[config.mk]
export PLATFORM = sky130hd
export DESIGN_NAME = sub32_iter
export DESIGN_NICKNAME = d
export VERILOG_FILES = /design/src/rtl/alu32_pkg.sv /design/src/rtl/nibble_sub4.sv /design/src/rtl/sub32_iter.sv
export SDC_FILE = /design/constraint.sdc
export NUM_CORES = 1
export LEC_CHECK = 0
export ABC_CLOCK_PERIOD_IN_PS = 2300
export BUFFER_PORTS_ARGS = -buffer_cell sky130_fd_sc_hd__buf_4
export CAP_MARGIN = 0
export CORE_MARGIN = 1
export CORE_UTILIZATION = 35
export DETAILED_ROUTE_END_ITERATION = 7
export PLACE_DENSITY_LB_ADDON = 0.3
export SYNTH_ARGS = -nofsm -noshare
export SYNTH_HDL_FRONTEND = slang
export SYNTH_SLANG_ARGS = --single-unit
[constraint.sdc]
create_clock -name clk -period 2.3 [get_ports clk]
set_input_delay 0.115 -clock clk [delete_from_list [all_inputs] [get_ports clk]]
set_output_delay 0.115 -clock clk [all_outputs]
set_load 0.02 [all_outputs]
[src/rtl/alu32_pkg.sv]
// Shared definitions for the alu32 datapath: FSM encoding, nibble width and a
// constant-function log2 used to size iteration counters.
package alu32_pkg;

    localparam logic [1:0] ST_IDLE = 2'd0;
    localparam logic [1:0] ST_RUN  = 2'd1;
    localparam logic [1:0] ST_DONE = 2'd2;

    localparam int NIBBLE_W = 4;

    function automatic int clog2(input int value);
        int r;
        r = 0;
        while ((1 << r) < value) r++;
        return r;
    endfunction

endpackage

[src/rtl/nibble_sub4.sv]
// Combinational 4-bit carry-lookahead slice. The parent pre-inverts b for
// subtraction, so this is a plain adder that also exposes the carry into bit 3.
module nibble_sub4 (
    input  logic [3:0] a,
    input  logic [3:0] b,
    input  logic       ci,
    output logic [3:0] s,
    output logic       c3,
    output logic       co
);

    logic [3:0] g;
    logic [3:0] p;
    logic       c1;
    logic       c2;

    assign g  = a & b;
    assign p  = a ^ b;
    assign c1 = g[0] | (p[0] & ci);
    assign c2 = g[1] | (p[1] & g[0]) | (p[1] & p[0] & ci);
    assign c3 = g[2] | (p[2] & g[1]) | (p[2] & p[1] & g[0]) | (p[2] & p[1] & p[0] & ci);
    assign co = g[3] | (p[3] & c3);
    assign s  = p ^ {c3, c2, c1, ci};

endmodule

[src/rtl/sub32_iter.sv]
// Iterative subtractor: a - b computed as a + ~b + 1, one nibble per clock, LSB first.
// Optional macro SUB32_ITER_ADD_EN adds an 'op' port selecting add (op=1) or subtract.
//
// state   | meaning
// IDLE    | waiting for start; results hold
// RUN     | one nibble per cycle through the slice
// DONE    | publish difference and flags, pulse done
module sub32_iter
    import alu32_pkg::*;
#(
    parameter int WIDTH = 32
) (
    input  logic             clk,
    input  logic             reset,
    input  logic             start,
`ifdef SUB32_ITER_ADD_EN
    input  logic             op,
`endif
    input  logic [WIDTH-1:0] a,
    input  logic [WIDTH-1:0] b,
    output logic             busy,
    output logic             done,
    output logic [WIDTH-1:0] d,
    output logic             n,
    output logic             z,
    output logic             c,
    output logic             v
);

    localparam int NIB   = WIDTH / NIBBLE_W;
    localparam int CNT_W = clog2(NIB);

    if ((WIDTH % NIBBLE_W) != 0 || WIDTH < 8) begin : g_width_check
        $error("sub32_iter: WIDTH must be a multiple of 4 and at least 8");
    end

    logic [1:0]       state;
    logic [CNT_W-1:0] cnt;
    logic [WIDTH-1:0] opa;
    logic [WIDTH-1:0] opb;
    logic [WIDTH-1:0] acc;
    logic             carry;
    logic             fin_c3;
    logic             fin_co;

    logic [NIBBLE_W-1:0] slice_s;
    logic                slice_c3;
    logic                slice_co;

    // Operands shift right each RUN cycle so the slice always sees the current nibble at [3:0].
    nibble_sub4 u_slice (
        .a  (opa[NIBBLE_W-1:0]),
        .b  (opb[NIBBLE_W-1:0]),
        .ci (carry),
        .s  (slice_s),
        .c3 (slice_c3),
        .co (slice_co)
    );

    // done stays in busy so busy covers the whole operation up to the result cycle.
    assign busy = (state != ST_IDLE) || done;

    always_ff @(posedge clk) begin
        if (reset) begin
            state  <= ST_IDLE;
            cnt    <= '0;
            opa    <= '0;
            opb    <= '0;
            acc    <= '0;
            carry  <= 1'b0;
            fin_c3 <= 1'b0;
            fin_co <= 1'b0;
            done   <= 1'b0;
            d      <= '0;
            n      <= 1'b0;
            z      <= 1'b0;
            c      <= 1'b0;
            v      <= 1'b0;
        end else begin
            done <= 1'b0;
            case (state)
                ST_IDLE: begin
                    if (start) begin
                        opa <= a;
`ifdef SUB32_ITER_ADD_EN
                        opb   <= op ? b : ~b;
                        carry <= ~op;
`else
                        opb   <= ~b;
                        carry <= 1'b1;
`endif
                        cnt   <= '0;
                        state <= ST_RUN;
                    end
                end
                ST_RUN: begin
                    acc   <= {slice_s, acc[WIDTH-1:NIBBLE_W]};
                    opa   <= opa >> NIBBLE_W;
                    opb   <= opb >> NIBBLE_W;
                    carry <= slice_co;
                    if (cnt == CNT_W'(NIB - 1)) begin
                        fin_c3 <= slice_c3;
                        fin_co <= slice_co;
                        state  <= ST_DONE;
                    end else begin
                        cnt <= cnt + 1'b1;
                    end
                end
                ST_DONE: begin
                    d     <= acc;
                    n     <= acc[WIDTH-1];
                    z     <= (acc == '0);
                    c     <= fin_co;
                    v     <= fin_c3 ^ fin_co;
                    done  <= 1'b1;
                    state <= ST_IDLE;
                end
                default: state <= ST_IDLE;
            endcase
        end
    end

endmodule

==> out/qor.tcl <==
set qor(starting_density_pct) 36.1
set qor(maxSlewViolCount) 0
set qor(die_area_um2) 17800
set qor(place_hpwl_um) 9840
set qor(cts_sinks) 140
set qor(grt_first_pass_wirelength_um) 25000
set qor(p_leak_nw) 3.06
set qor(timing.critical_path.to_type) {output pin}
set qor(synth_cells) 778
set qor(gp_congestion) 0.790
set qor(ys_types) 36
set qor(synth-seq-area-share_pct) 46.3
set qor(hold_viol_final) 0
set qor(worst_path_max_delay_cell) {sky130_fd_sc_hd__dfxtp_2}
set qor(data_required_critical_path_ns) 2.18
set qor(crit_path_max_fanout) 28
set qor(h-tree-depth) 4
set qor(num_rows) 47
set qor(cts_resized) 0
set qor(finalCritPeriodShare_pct) 82.8
set qor(layout-area-overhead-vs-synth_pct) 25.8
set qor(power_density_nw_per_um2) 767
set qor(layout.cells.most_common) {sky130_fd_sc_hd__nor2_1}
set qor(final_nets) 931
set qor(ys_ff_latch) 140
set qor(wl_per_cell_um) 13.8
set qor(antennaDiodeCount) 0
set qor(floorplan.core_area_um2) 16800
set qor(vdd.ir_drop.worst_v) 0.000564
set qor(path_class) {reg -> out}
set qor(worst-r2r-cell-count) 7
set qor(outcome) {complete, no violations}
set qor(final_util_pct) 45.5
set qor(timing.critical_path.mode_cell) {sky130_fd_sc_hd__buf_4}
set qor(maxSlewHeadroom_pct) 61.2
set qor(power_mw) 5.84
set qor(total_standard_cell_area_after_synthesis_um2) 6060
set qor(dieWidth_um) 134
set qor(max_freq_mhz) 525
set qor(layout_cells_excl_fill) 1090
set qor(rsz0062_at_grt) {false}
set qor(first_global_vias) 4899
set qor(critical_path_cell_list) {buf_4 -> or3_1 -> buf_4}
set qor(cpPeakStageDelay_ns) 0.64
set qor(tightest_slew_ns) 0.581
set qor(setup.worst_path.start_class) {register}
set qor(clkLatencyLatePin_ns) 0.42
set qor(arrival_ns) 1.79
set qor(layout.filler_cells) 1695
set qor(synth_nets) 852
set qor(endpoint) {busy}
set qor(routed_wire_length_um) 15100
set qor(final_layout_size_suffix_gt1_share_pct) 19.2
set qor(grt_util_all_layers_pct) 17.5
set qor(floorplan.io_pins) 105
set qor(clock_tree_from_tritoncts) {yes}
set qor(globalRoute.totalOverflow) 0
set qor(timing.final.setup_violations) 0
set qor(cts.clk_slew.worst_paths_ns) 0.06
set qor(grt_antenna_before_repair) 0
set qor(antenna_violating_nets_post_route) 0
set qor(regToRegEndpoint) {acc[31]}
set qor(die_ht_um) 134
set qor(placed_cells_incl_taps) 1054
set qor(max_cap_violations) 0
set qor(layout_common_cells) {148 x sky130_fd_sc_hd__nor2_1, 138 x sky130_fd_sc_hd__dfxtp_1, 130 x sky130_fd_sc_hd__nand2_1, 117 x sky130_fd_sc_hd__buf_4, 107 x sky130_fd_sc_hd__a21oi_1}
set qor(avgSynthCellArea_um2) 7.79
set qor(finalClockSkew_ns) 0.0123
set qor(period_needed_ns) 1.90
set qor(num_vias) 5440
set qor(synth.yosys.warnings) 0
set qor(fin_setup_tns_ns) 0
set qor(hold_crit_class) {in -> reg}
set qor(tritoncts.num_buffers) 17
set qor(cts_root_buffer) {sky130_fd_sc_hd__clkbuf_16}
set qor(cts.path.max_buffers) 2
set qor(cp-startpoint) {state[1]}
set qor(grt_max_degree) 56
set qor(drtPass1Iterations) 5
set qor(place.port_buffers) 104
set qor(route.detailed.vias_per_inst) 4.99
set qor(detail_route.iter0.violations) 378
set qor(post-route-drc-count) 0
set qor(reg2reg_setup_slack_ns) 0.41
set qor(rr_startpoint) {opa[0]}
what timing repair did:
action                                 4_1_cts  5_1_grt
hold buffers                                 4        0
endpoints found under the hold margin        4        0
setup buffers                                0        0
metal layers:
metal,up-vias,GRT usage (%),part of all wire (%)
li1,2805,-,-
met1,2524,24.7,50
met2,99,26.1,45
met3,12,4.22,3.8
met4,0,5.74,0.93
met5,-,0,0
sequential cells by signal, summed over array words and instances (netlist names), 2 cells and up:
signal and flops:
state 2, acc 32, opb 32, opa 32
d 32, cnt 3
power by group:
part | switching [mW] | internal, mW | leakage (nW)
Combinational | 0.366 | 0.316 | 1.66
Clock | 1.10 | 1.43 | 0.259
Sequential | 0.0808 | 2.55 | 1.15
Total | 1.55 | 4.29 | 3.06
cell families (layout without fill, tap and decap cells):
| family | count (synthesis) | after routing | share of synthesized area (%) |
|---|---|---|---|
| simple gates | 343 | 343 | 23.6 |
| compound gates | 194 | 194 | 21.5 |
| flops | 140 | 140 | 46.3 |
| buf+inv | 92 | 184 | 6.69 |
| fa+ha+maj | 7 | 7 | 1.69 |
| xor+xnor | 2 | 2 | 0.289 |
final cells by class:
type	count	area, um2	share of cell area, %
tap	220	275	3.61
clock buffer	19	443	5.81
timing repair buffer	127	1040	13.6
multi-input combinational	546	2860	37.5
inverter	25	93.8	1.23
clock inverter	13	104	1.36
sequential	140	2810	36.8
worst max-delay path, delay by kind of cell (launching register included):
kind / cells / cell delay, ns
buffers and inverters: 2 / 0.56
flip-flops: 1 / 0.64
AND/OR/NAND/NOR: 1 / 0.16
cell usage after synthesis:
cell type,number,area share (%)
sky130_fd_sc_hd__nor2_1,148,9.2
sky130_fd_sc_hd__dfxtp_1,140,46
sky130_fd_sc_hd__nand2_1,130,8.1
sky130_fd_sc_hd__a21oi_1,107,8.8
sky130_fd_sc_hd__buf_2,30,2.5
sky130_fd_sc_hd__a31oi_1,28,2.9
sky130_fd_sc_hd__clkbuf_1,26,1.6
sky130_fd_sc_hd__inv_1,24,1.5
sky130_fd_sc_hd__nor3_1,24,2.0
sky130_fd_sc_hd__nor2b_1,21,2.2
sky130_fd_sc_hd__o221a_1,18,3.3
sky130_fd_sc_hd__a22oi_1,8,0.99
sky130_fd_sc_hd__nor4_1,8,0.83
sky130_fd_sc_hd__a2111oi_2,7,1.7
sky130_fd_sc_hd__buf_4,6,0.74
sky130_fd_sc_hd__a2111oi_1,5,0.83
sky130_fd_sc_hd__buf_1,5,0.31
sky130_fd_sc_hd__ha_1,5,1.0
sky130_fd_sc_hd__a221oi_1,4,0.58
sky130_fd_sc_hd__a22o_1,4,0.58
sky130_fd_sc_hd__a2bb2oi_1,4,0.58
sky130_fd_sc_hd__a211oi_1,3,0.37
sky130_fd_sc_hd__a21o_1,3,0.37
sky130_fd_sc_hd__nor3b_1,3,0.37
sky130_fd_sc_hd__fa_1,2,0.66
sky130_fd_sc_hd__nand2b_1,2,0.21
sky130_fd_sc_hd__nand4_1,2,0.21
sky130_fd_sc_hd__or3_1,2,0.21
sky130_fd_sc_hd__xnor2_1,2,0.29
sky130_fd_sc_hd__a211o_1,1,0.14
sky130_fd_sc_hd__inv_2,1,0.062
sky130_fd_sc_hd__nand3_1,1,0.083
sky130_fd_sc_hd__nor2_4,1,0.19
sky130_fd_sc_hd__nor4b_1,1,0.14
sky130_fd_sc_hd__o21a_1,1,0.12
sky130_fd_sc_hd__o21ai_1,1,0.083
metrics by stage:
| stage | instance area, um2 | hold slack [ns] | setup WS [ns] |
|---|---|---|---|
| after floorplan | 6060 | 0.263 | 0.502 |
| after global placement | 7030 | 0.358 | 0.428 |
| after detailed placement | 7030 | 0.363 | 0.425 |
| after CTS | 7620 | 0.000310 | 0.381 |
| after global routing | 7620 | 0.00895 | 0.275 |
| final | 7620 | 0.00957 | 0.397 |
worst min path at each step:
stage,startpoint,end,slack [ns],cells past startpoint
after global routing,b[30],opb[30],0.009,3
after CTS,b[31],opb[31],0.0003,3
after detailed placement,a[31],opa[31],0.36,3
after global placement,a[28],opa[28],0.36,3
after floorplan,a[28],opa[28],0.26,2
final,b[31],opb[31],0.01,3
Power figures use the tool's default switching activity.
